**config.mk**
```make
export PLATFORM = sky130hd
export DESIGN_NAME = pw_trigger_sequencer
export DESIGN_NICKNAME = d
export VERILOG_FILES = /design/src/rtl/pw_trigger_sequencer.sv
export SDC_FILE = /design/constraint.sdc
export NUM_CORES = 1
export LEC_CHECK = 0
export CAP_MARGIN = 20
export CORE_MARGIN = 10
export CORE_UTILIZATION = 40
export CTS_CLUSTER_SIZE = 24
export DETAILED_ROUTE_END_ITERATION = 8
export PLACE_DENSITY = 0.71
export RECOVER_POWER = 50
export REMOVE_ABC_BUFFERS = 1
export SYNTH_ARGS = -nofsm -noshare
export SYNTH_HDL_FRONTEND = slang
export SYNTH_SLANG_ARGS = --single-unit
export TNS_END_PERCENT = 50
```
**constraint.sdc**
```tcl
create_clock -name trigger_clk -period 32.5 [get_ports trigger_clk]
set_input_delay 8.125 -clock trigger_clk [delete_from_list [all_inputs] [get_ports trigger_clk]]
set_output_delay 8.125 -clock trigger_clk [all_outputs]
set_load 0.1 [all_outputs]
```
**src/rtl/pw_trigger_sequencer.sv**
```systemverilog
`default_nettype none
// ============================================================================
// Module   : pw_trigger_sequencer
// Brief    : Plays a train of up to pNUM_TRIGGER_PULSES delayed trigger pulses
//            after an armed, enabled pattern match.
// Revision : 1.0
// ============================================================================
module pw_trigger_sequencer #(
    parameter int pNUM_TRIGGER_PULSES = 8,
    parameter int pNUM_TRIGGER_WIDTH  = 4,
    parameter int pDELAY_WIDTH        = 24
) (
    input  logic                                         trigger_clk,
    input  logic                                         reset_i,
    input  logic                                         I_arm,
    input  logic                                         I_trigger_enable,
    input  logic                                         I_match,
    input  logic [pNUM_TRIGGER_WIDTH-1:0]                I_num_triggers,
    input  logic [pDELAY_WIDTH*pNUM_TRIGGER_PULSES-1:0]  I_trigger_delay,
    input  logic [pDELAY_WIDTH*pNUM_TRIGGER_PULSES-1:0]  I_trigger_width,
    output logic                                         O_trigger,
    output logic                                         O_busy,
    output logic                                         O_done,
    output logic [pNUM_TRIGGER_WIDTH-1:0]                O_pulse_index,
    output logic                                         O_match_overrun
);

    localparam int IDX_W = (pNUM_TRIGGER_PULSES > 1) ? $clog2(pNUM_TRIGGER_PULSES) : 1;
    localparam logic [pNUM_TRIGGER_WIDTH-1:0] C_MAX_N = pNUM_TRIGGER_WIDTH'(pNUM_TRIGGER_PULSES);

    typedef enum logic [1:0] {
        ST_IDLE  = 2'd0,
        ST_DELAY = 2'd1,
        ST_HIGH  = 2'd2,
        ST_DONE  = 2'd3
    } state_t;

    state_t                          state_q, state_d;
    logic [pDELAY_WIDTH-1:0]         cnt_q, cnt_d;
    logic [pNUM_TRIGGER_WIDTH-1:0]   idx_q, idx_d;
    logic                            trig_q, trig_d;
    logic                            busy_q, busy_d;
    logic                            done_q, done_d;
    logic                            ovr_q, ovr_d;
    logic                            arm_q;

    logic [pDELAY_WIDTH-1:0]         dly_q [pNUM_TRIGGER_PULSES];
    logic [pDELAY_WIDTH-1:0]         wid_q [pNUM_TRIGGER_PULSES];
    logic [pNUM_TRIGGER_WIDTH-1:0]   last_idx_q;

    logic                            w_go;
    logic                            w_start;
    logic [pNUM_TRIGGER_WIDTH-1:0]   w_last_idx;
    logic [pNUM_TRIGGER_WIDTH-1:0]   w_idx_nxt;

    // Counters reload with (value-1) and fire at zero, so a field of all ones
    // never needs a wider counter; a zero field behaves like one.
    function automatic logic [pDELAY_WIDTH-1:0] min1_m1(input logic [pDELAY_WIDTH-1:0] v);
        return (v == '0) ? '0 : v - pDELAY_WIDTH'(1);
    endfunction

    assign w_go      = I_arm & I_trigger_enable;
    assign w_start   = (state_q == ST_IDLE) & I_match & w_go;
    assign w_idx_nxt = idx_q + pNUM_TRIGGER_WIDTH'(1);

    always_comb begin
        w_last_idx = I_num_triggers - pNUM_TRIGGER_WIDTH'(1);
        if (I_num_triggers == '0) begin
            w_last_idx = '0;
        end else if (I_num_triggers > C_MAX_N) begin
            w_last_idx = C_MAX_N - pNUM_TRIGGER_WIDTH'(1);
        end
    end

    generate
        for (genvar k = 0; k < pNUM_TRIGGER_PULSES; k++) begin : g_snap
            always_ff @(posedge trigger_clk) begin
                if (w_start) begin
                    dly_q[k] <= I_trigger_delay[k*pDELAY_WIDTH +: pDELAY_WIDTH];
                    wid_q[k] <= I_trigger_width[k*pDELAY_WIDTH +: pDELAY_WIDTH];
                end
            end
        end
    endgenerate

    always_ff @(posedge trigger_clk) begin
        if (w_start) begin
            last_idx_q <= w_last_idx;
        end
    end

    always_ff @(posedge trigger_clk) begin
        if (reset_i) begin
            state_q <= ST_IDLE;
            cnt_q   <= '0;
            idx_q   <= '0;
            trig_q  <= 1'b0;
            busy_q  <= 1'b0;
            done_q  <= 1'b0;
            ovr_q   <= 1'b0;
            arm_q   <= 1'b0;
        end else begin
            state_q <= state_d;
            cnt_q   <= cnt_d;
            idx_q   <= idx_d;
            trig_q  <= trig_d;
            busy_q  <= busy_d;
            done_q  <= done_d;
            ovr_q   <= ovr_d;
            arm_q   <= I_arm;
        end
    end

    always_comb begin
        state_d = state_q;
        cnt_d   = cnt_q;
        idx_d   = idx_q;
        trig_d  = trig_q;
        busy_d  = busy_q;
        done_d  = 1'b0;
        ovr_d   = ovr_q;

        // Set wins over clear so a match coinciding with re-arm is not lost.
        if (I_arm && !arm_q) begin
            ovr_d = 1'b0;
        end
        if (I_match && (state_q != ST_IDLE)) begin
            ovr_d = 1'b1;
        end

        if (!w_go && ((state_q == ST_DELAY) || (state_q == ST_HIGH))) begin
            state_d = ST_IDLE;
            trig_d  = 1'b0;
            busy_d  = 1'b0;
            idx_d   = '0;
        end else begin
            case (state_q)
                ST_IDLE: begin
                    trig_d = 1'b0;
                    busy_d = 1'b0;
                    idx_d  = '0;
                    if (w_start) begin
                        state_d = ST_DELAY;
                        cnt_d   = I_trigger_delay[pDELAY_WIDTH-1:0];
                        busy_d  = 1'b1;
                    end
                end
                ST_DELAY: begin
                    if (cnt_q == '0) begin
                        state_d = ST_HIGH;
                        trig_d  = 1'b1;
                        cnt_d   = min1_m1(wid_q[idx_q[IDX_W-1:0]]);
                    end else begin
                        cnt_d = cnt_q - pDELAY_WIDTH'(1);
                    end
                end
                ST_HIGH: begin
                    if (cnt_q == '0) begin
                        trig_d = 1'b0;
                        if (idx_q == last_idx_q) begin
                            state_d = ST_DONE;
                            done_d  = 1'b1;
                        end else begin
                            state_d = ST_DELAY;
                            idx_d   = w_idx_nxt;
                            cnt_d   = min1_m1(dly_q[w_idx_nxt[IDX_W-1:0]]);
                        end
                    end else begin
                        cnt_d = cnt_q - pDELAY_WIDTH'(1);
                    end
                end
                default: begin
                    state_d = ST_IDLE;
                    trig_d  = 1'b0;
                    busy_d  = 1'b0;
                    idx_d   = '0;
                end
            endcase
        end
    end

    assign O_trigger       = trig_q;
    assign O_busy          = busy_q;
    assign O_done          = done_q;
    assign O_pulse_index   = idx_q;
    assign O_match_overrun = ovr_q;

endmodule
`default_nettype wire

```
==> impl_metrics.tcl, run 1 <==
set metrics [dict create \
    cts-htree-levels 2 \
    maxSlewViolCount 145 \
    cts.sinks 426 \
    multi_input_area_um2 6000 \
    rrSetupSlack_ns 24.17 \
    syn-cell-area_um2 18800 \
    chipWidth_um 237 \
    whs_ns 0.504 \
    status "finished with violations" \
    avgSynthCellArea_um2 15.9 \
    startpoint_type "primary input" \
    slew_headroom -3.25 \
    final_nets 1991 \
    holdPathStages 2 \
    yosysUniqueCellTypes 66 \
    vias 12193 \
    hold_class "register to register" \
    synthArstFlopShare 0 \
    fin_util 0.537 \
    synth_top_area_cell "edfxtp_1" \
    dr.pass1.iters 6 \
    r2r-end "dly_q[1][12]$_DFFE_PP_" \
    cellPowerDensity_nw_per_um2 65.1 \
    grt_pass1_wl_mm 81.2 \
    violations "max-capacitance violations, max-slew violations" \
    hold_buffers 0 \
    clock_skew_ns 0.0384 \
    p_leak_nw 8.23 \
    grt_overflow 0 \
    hold_violations 0 \
    dp_cells 2143 \
    fin_cells 2236 \
    hold_end "O_trigger$_SDFFE_PP0P_" \
    cts_resized 0 \
    power_mw 1.63 \
    path_cells "dlygate4sd3_1, nand4_1, clkinvlp_2, buf_4" \
    die-area_um2 56100 \
    grt_max_degree 145 \
    synth_ff_type "edfxtp_1" \
    fillers 3724 \
    coreArea_um2 46600 \
    r2r_cells 5 \
    final_common_cell "edfxtp_1" \
    numCtsBuffers 47 \
    synth_area_leaders "edfxtp_1 (62%), mux4_2 (10%), dfxtp_1 (4.0%), mux2i_1 (3.2%), nor2_1 (1.5%)" \
    drive_above_1_share 0.128 \
    arrival_ns 15.91 \
    regArea_um2 12400 \
    period_needed_ns 15.71 \
    path_clk_slew_ns 0.06 \
    cp_max_fo 144 \
    grt_util_all_layers 0.190 \
    dp_hpwl_mm 40.7 \
    route.detailed.drc 0 \
    setup_viol 0 \
    drt_iter0_markers 876 \
    gp_congestion 0.913 \
    synth_edf_count 388 \
    clock_latency_ns 0.61 \
    worstMarginPinSlew_ns 6.37 \
    postCtsSetupRepairBufs 0 \
    layout_common_cells "edfxtp_1 (388), dlygate4sd3_1 (387), mux4_2 (87)" \
    root_buffer "clkbuf_16" \
    irDropWorstVdd_v 0.0000426 \
    cp_slowest_stage_delay_ns 4.53 \
    r2r_start "state_q[0]$_SDFFE_PP0P_" \
    fin_setup_tns_ns 0 \
    maxCapViolCount 1 \
    cp-end-kind "register" \
    initial_core_util 0.404 \
    die_y_um 237 \
    syn2layout_area_growth_pct 33.1 \
    required_ns 32.70 \
    rows 79 \
    antenna_found_initial 9 \
    min_period_over_period 0.484 \
    post_drt_wl_per_cell_um 24.2 \
    pin_count 401 \
    grt_pass1_vias 13038 \
    ys_seq_area_frac 0.660 \
    routed_wl_mm 54.2 \
    port_buffers 400 \
    slowest_stage "clkinvlp_2" \
    via_per_inst 5.45 \
    ctsLongestPathBuffers 3 \
    crit_type "primary input to register" \
    synth-seq-cells 426 \
    fmax_ghz 0.0636 \
    drtAntennaViolNets 0 \
    cts_tree "built" \
    synthCells 1182 \
    synth_top_cell_area_share 0.620 \
    grt_setup_unrepaired "no" \
    worstHoldStart "O_trigger$_SDFFE_PP0P_" \
    yosys_warnings 0 \
]
==> power breakdown <==
group / total, mW / switching, mW / internal [mW]
registers: 0.677 / 0.0237 / 0.654
logic: 0.403 / 0.244 / 0.159
clock network: 0.549 / 0.227 / 0.322
total: 1.63 / 0.495 / 1.13
==> synthesized netlist by cell type (14+ instances only) <==
master / count
mux2i_1: 60
dfxtp_1: 38
nand3_1: 22
xnor2_1: 30
nor2_1: 74
buf_2: 29
mux4_2: 87
o21ai_0: 14
edfxtp_1: 388
nor3_1: 40
nand2_1: 59
a21oi_1: 41
xor2_1: 30
nand4_1: 19
nor4_1: 14
a2111oi_0: 17
inv_1: 19
==> critical path: cells and delay by family <==
kind / cells / cell delay (ns)
buffers and inverters: 3 / 7.24
and+or+nand+nor: 1 / 0.19
==> worst max path at each step <==
stage / startpoint / end / slack [ns] / depth (start not counted)
floorplan: I_match / dly_q[0][0]$_DFFE_PP_ / 16.04 / 2
global placement: I_arm / dly_q[4][3]$_DFFE_PP_ / 21.35 / 4
detailed placement: I_arm / dly_q[4][3]$_DFFE_PP_ / 21.24 / 4
CTS: I_arm / dly_q[3][3]$_DFFE_PP_ / 21.85 / 4
global route: I_arm / wid_q[0][13]$_DFFE_PP_ / 16.08 / 4
finish: I_arm / dly_q[1][12]$_DFFE_PP_ / 16.79 / 4
==> kinds of logic (layout without fill, tap and decap cells) <==
kind of cell             count (synthesis)  in the layout  synth area share
AND/OR/NAND/NOR                        296            296            0.0810
XOR/XNOR                                61             61            0.0288
buffers and inverters                   81            523            0.0221
AO/OA/AOI/OAI                          150            150            0.0573
adder cells (fa/ha/maj)                 12             12           0.00799
multiplexers                           156            156             0.143
flip-flops                             426            426             0.660
other                                    0              5                 0
==> routing by layer <==
layer,vias up,global-route usage,routed length [um]
met3,91,0.0449,3880
li1,5565,-,-
met2,517,0.328,27500
met4,2,0.0581,1490
met5,-,0,13
met1,6018,0.232,21300
==> state kept, by name, indices dropped and copies added, names as in the netlist, named ones only <==
signal,cells
arm_q,1
O_trigger,1
O_match_overrun,1
cnt_q,24
dly_q,192
state_q,2
O_done,1
last_idx_q,4
wid_q,192
O_busy,1
O_pulse_index,4
==> cell type report <==
class / instances / area share
timing repair buffer: 417 / 0.166
inverter: 19 / 0.00290
clock inverter: 33 / 0.0155
multi-input combinational: 675 / 0.240
sequential: 426 / 0.496
clock buffer: 54 / 0.0489
tap: 607 / 0.0304
antenna: 5 / 0.000500
==> stage by stage <==
step / setup WS [ns] / cell area [um2]
after floorplan: 16.04 / 18500
after global placement: 21.35 / 23400
after detailed placement: 21.24 / 23400
after CTS: 21.85 / 25000
after global routing: 16.08 / 25000
final: 16.79 / 25000
(Power assumes the default switching activity.)
==> run 2, diff against run 1 <==
==> constraint.sdc (replaced) <==
create_clock -name trigger_clk -period 14.9 [get_ports trigger_clk]
set_input_delay 3.725 -clock trigger_clk [delete_from_list [all_inputs] [get_ports trigger_clk]]
set_output_delay 3.725 -clock trigger_clk [all_outputs]
set_load 0.1 [all_outputs]
==> run 2 against run 1 <==
  * The flow still finishes with violations (max-capacitance violations, max-slew violations)
  * Largest power group unchanged
  * Sequential cell count unchanged
  * Cell area is 0.59% lower
  * Sequential share of layout area up 0.29 points
  * Die area unchanged
  * Highest routed layer is now met4
  * Clock-buffer cell count increased by 3
  * Non-clock buffer count unchanged
==> impl_metrics.tcl, run 2 (synthesized netlist as in run 1, its figures left out) <==
set metrics [dict create \
    status "finished with violations" \
    violations "max-capacitance violations, max-slew violations" \
    routed_wl_mm 54.1 \
    required_ns 11.18 \
    drtAntennaViolNets 0 \
    pin_count 401 \
    cp-end-kind "output port" \
    worstMarginPinSlew_ns 1.51 \
    period_needed_ns 6.57 \
    cts_tree "built" \
    root_buffer "clkbuf_16" \
    drt_iter0_markers 890 \
    path_clk_slew_ns 0.06 \
    numCtsBuffers 45 \
    min_period_over_period 0.441 \
    grt_util_all_layers 0.189 \
    final_nets 1989 \
    initial_core_util 0.404 \
    startpoint_type "register" \
    gp_congestion 0.922 \
    reg.largest.list "dly_q (192), wid_q (192), cnt_q (24)" \
    pre_cts_ws_ns 8.09 \
    port_buffers 400 \
    cts-htree-levels 2 \
    setup_viol 0 \
    maxCapViolCount 1 \
    grt_pass1_wl_mm 80.8 \
    grt_pass1_vias 12954 \
    power_frac_comb 0.258 \
    drive_above_1_share 0.125 \
    irDropWorstVdd_v 0.000117 \
    grt_overflow 0 \
    pwr-share-seq 0.429 \
    post_drt_wl_per_cell_um 24.2 \
    crit_type "register to output port" \
    syn2layout_area_growth_pct 32.3 \
    arrival_ns 2.84 \
    cts.sinks 426 \
    fmax_ghz 0.152 \
    cp_slowest_stage_delay_ns 1.22 \
    slew_headroom -0.00825 \
    layout_common_cells "edfxtp_1 (388), dlygate4sd3_1 (387), mux4_2 (87)" \
    crit_family "buffers and inverters" \
    setup_ws_ns 8.33 \
    die-area_um2 56100 \
    hold_buffers 0 \
    cp_max_fo 30 \
    cellPowerDensity_nw_per_um2 138 \
    clock_latency_ns 0.59 \
    coreArea_um2 46600 \
    clock_skew_ns 0.0226 \
    fin_setup_tns_ns 0 \
    ctsLongestPathBuffers 3 \
    vias 12120 \
    hold_class "register to register" \
    power_frac_clock 0.313 \
    postCtsSetupRepairBufs 0 \
    cp.buffers_inverters 2 \
    grt_setup_unrepaired "no" \
    route.detailed.drc 0 \
    slowest_stage "clkdlybuf4s50_1" \
    grt_max_degree 123 \
    hold_violations 0 \
    dr.pass1.iters 5 \
    antenna_found_initial 8 \
    cts_resized 0 \
    p_sw_mw 1.06 \
    path_cells "buf_4, clkdlybuf4s50_1" \
    p_leak_nw 8.16 \
    p_int_mw 2.37 \
    final_common_cell "edfxtp_1" \
    maxSlewViolCount 28 \
    die_y_um 237 \
    dp_hpwl_mm 40.9 \
    swShare 0.309 \
    rows 79 \
    chipWidth_um 237 \
    via_per_inst 5.42 \
]
==> run 2: cell count changes in the layout (fill, tap and decap cells not counted), moves of 2 or more <==
cell / before / now
clkinvlp_2: 2 / 0
diode_2: 5 / 9
clkinv_2: 7 / 10
clkbuf_1: 7 / 12
clkinv_1: 9 / 6
clkbuf_16: 47 / 45
inv_6: 0 / 2
bufinv_16: 6 / 2
==> run 2: worst paths after layout <==
kind                                        to                     startpoint  slack [ns]  cells after the start
hold reg to reg   O_match_overrun$_SDFFE_PP0P_   O_match_overrun$_SDFFE_PP0P_        0.49                      2
setup reg to reg        cnt_q[14]$_SDFFE_PP0P_  O_pulse_index[0]$_SDFFE_PP0P_        9.71                     11
setup / recovery              O_pulse_index[0]  O_pulse_index[0]$_SDFFE_PP0P_        8.33                      2
hold / removal    O_match_overrun$_SDFFE_PP0P_   O_match_overrun$_SDFFE_PP0P_        0.49                      2
==> run 2: area by class of cell <==
| cell class | instances | area [um2] |
|---|---|---|
| Fill cell | 3765 | 21700 |
| Sequential cell | 426 | 12400 |
| Multi-Input combinational cell | 675 | 6000 |
| Timing Repair Buffer | 417 | 4170 |
| Clock buffer | 57 | 1180 |
| Tap cell | 607 | 759 |
| Clock inverter | 26 | 240 |
| Inverter | 19 | 78.8 |
| Antenna cell | 9 | 22.5 |
==> run 2: per-layer routing <==
layer / GRT usage / wire (um)
met3: 0.0482 / 4200
met2: 0.328 / 27600
met4: 0.0689 / 1630
met1: 0.222 / 20700
met5: 0 / 0
==> run 2: through the flow <==
| step | instances | hold WS [ns] | power [mW] | instance area, um2 | util |
|---|---|---|---|---|---|
| final | 2236 | 0.488 | 3.43 | 24900 | 0.534 |
| after global routing | 2231 | 0.517 | 3.59 | 24900 | 0.534 |
| after CTS | 2225 | 0.488 | 3.47 | 24800 | 0.533 |
| after detailed placement | 2142 | 0.482 | 2.39 | 23400 | 0.502 |
| after global placement | 2142 | 0.474 | 2.37 | 23400 | 0.502 |
| after floorplan | 1120 | 0.465 | 2.08 | 18500 | - |
==> run 2: power groups by stage <==
stage	registers [mW]	logic, mW	clock network [mW]
floorplan	1.53	0.545	0
global placement	1.49	0.881	0
detailed placement	1.50	0.891	0
CTS	1.47	0.898	1.10
global route	1.48	0.960	1.15
finish	1.47	0.885	1.07
==> run 2: tightest hold or removal path: stages, from the launching register on <==
cell and delay [ns]:
dfxtp_1 0.31, o21ai_0 0.07, a21oi_1 0.06
==> run 3, diff against run 2 <==
--- a/config.mk
+++ b/config.mk
@@ -10,7 +10,7 @@
 export CORE_UTILIZATION = 40
 export CTS_CLUSTER_SIZE = 24
 export DETAILED_ROUTE_END_ITERATION = 8
-export PLACE_DENSITY = 0.71
+export PLACE_DENSITY = 0.74
 export RECOVER_POWER = 50
 export REMOVE_ABC_BUFFERS = 1
 export SYNTH_ARGS = -nofsm -noshare
==> constraint.sdc (replaced) <==
create_clock -name trigger_clk -period 5.28 [get_ports trigger_clk]
set_input_delay 1.32 -clock trigger_clk [delete_from_list [all_inputs] [get_ports trigger_clk]]
set_output_delay 1.32 -clock trigger_clk [all_outputs]
set_load 0.1 [all_outputs]
==> run 3 against run 2 <==
  * The run still ends with max-capacitance violations, max-slew violations left
  * Sequential share of layout area fell by 0.41 points
  * Global-route usage is 0.36 points higher
  * Combinational power grew to 2.8 times the previous value
  * Clock skew about the same
  * Non-clock buffer count increased by 15
  * Power rose to 2.9 times the previous value
  * Die area unchanged
  * Cell area rose by 0.82%
  * First-iteration DRC count grew 18%
  * Wire length is 2.5% higher
  * Sequential power rose to 2.8 times the previous value
  * Cell count increased by 0.76%
  * Critical path type is now primary input to register
  * Largest power group unchanged
==> impl_metrics.tcl, run 3 (synthesized netlist as in run 1, its figures left out) <==
set metrics [dict create \
    route.detailed.drc 0 \
    cp_slowest_stage_delay_ns 1.72 \
    fillers 3709 \
    grt_pass1_vias 13293 \
    arrival_ns 4.93 \
    final_nets 2005 \
    startpoint "I_arm" \
    rows 79 \
    grt_util_all_layers 0.193 \
    clock_latency_ns 0.58 \
    slew_headroom -0.602 \
    hold_buffers 0 \
    routed_wl_mm 55.5 \
    fmax_ghz 0.216 \
    setup_viol 0 \
    maxCapViolCount 1 \
    pre_cts_ws_ns 0.806 \
    worstHoldStart "O_trigger$_SDFFE_PP0P_" \
    fin_area_um2 25100 \
    dr.pass1.iters 6 \
    grt_setup_unrepaired "no" \
    hold_violations 0 \
    root_buffer "clkbuf_16" \
    r2r_start "O_pulse_index[1]$_SDFFE_PP0P_" \
    cp-end-kind "register" \
    pin_count 401 \
    fin_util 0.539 \
    dp_cells 2159 \
    drtAntennaViolNets 0 \
    syn2layout_area_growth_pct 33.4 \
    cts-htree-levels 2 \
    whs_ns 0.496 \
    cts_tree "built" \
    reg.largest.list "dly_q (192), wid_q (192), cnt_q (24)" \
    maxSlewViolCount 104 \
    die-area_um2 56100 \
    clock_skew_ns 0.0221 \
    postCtsSetupRepairBufs 0 \
    coreArea_um2 46600 \
    antenna_found_initial 14 \
    gp_congestion 0.873 \
    cp.buffers_inverters 3 \
    via_per_inst 5.54 \
    drt_iter0_markers 1053 \
    grt_pass1_wl_mm 82.3 \
    final_common_cell "edfxtp_1" \
    irDropWorstVdd_v 0.000369 \
    cellPowerDensity_nw_per_um2 396 \
    chipWidth_um 237 \
    initial_core_util 0.404 \
    dp_hpwl_mm 41.8 \
    cts.sinks 426 \
    fin_cells 2253 \
    cts_resized 0 \
    setup_ws_ns 0.642 \
    slowest_stage "clkinvlp_4" \
    power_mw 9.92 \
    dpl-instance-area_um2 23500 \
    cp_max_fo 106 \
    drive_above_1_share 0.135 \
    startpoint_type "primary input" \
    die_y_um 237 \
    required_ns 5.58 \
    ctsLongestPathBuffers 3 \
    crit_type "primary input to register" \
    violations "max-capacitance violations, max-slew violations" \
    vias 12483 \
    port_buffers 400 \
    status "finished with violations" \
    p_leak_nw 8.28 \
    worstMarginPinSlew_ns 2.40 \
    path_cells "dlygate4sd3_1, nand4_1, clkinvlp_4, buf_4" \
    period_needed_ns 4.64 \
    crit_family "buffers and inverters" \
    path_clk_slew_ns 0.06 \
    numCtsBuffers 46 \
    fin_setup_tns_ns 0 \
    grt_max_degree 107 \
    hold_class "register to register" \
    layout_common_cells "edfxtp_1 (388), dlygate4sd3_1 (387), mux4_2 (87)" \
    post_drt_wl_per_cell_um 24.6 \
    min_period_over_period 0.878 \
    grt_overflow 0 \
]
-- run 3: worst paths after layout --
kind / to / slack [ns] / depth (start not counted)
worst max-delay path: dly_q[1][4]$_DFFE_PP_ / 0.64 / 4
worst min-delay path: O_trigger$_SDFFE_PP0P_ / 0.50 / 2
worst max register to register: cnt_q[4]$_SDFFE_PP0P_ / 0.74 / 12
worst min register to register: O_trigger$_SDFFE_PP0P_ / 0.50 / 2
-- run 3: tightest hold or removal path, stage by stage, from the launching register on --
cell,delay [ns]
dfxtp_1,0.31
nor2_1,0.10
nor3_1,0.05
-- run 3: cell type report --
type | instances | area, um2 | area share
repair buffers | 432 | 4280 | 0.171
inverters | 19 | 75.1 | 0.00299
clock buffers | 50 | 1190 | 0.0474
flip-flops and latches | 426 | 12400 | 0.495
clock inverters | 35 | 332 | 0.0132
diodes | 9 | 22.5 | 0.000898
multi-input cells | 675 | 6000 | 0.239
well taps | 607 | 759 | 0.0303
-- run 3: where the power goes --
part / leakage, nW / switching, mW / internal, mW
logic: 3.67 / 1.49 / 1.02
registers: 3.87 / 0.177 / 4.00
clock network: 0.743 / 1.35 / 1.88
-- run 3: layer usage --
layer | GRT usage | routed length [um] | vias up
met2 | 0.331 | 28100 | 596
met3 | 0.0512 | 4750 | 94
met5 | 0 | 47 | -
met4 | 0.0614 | 1410 | 8
met1 | 0.232 | 21200 | 6175
li1 | - | - | 5610
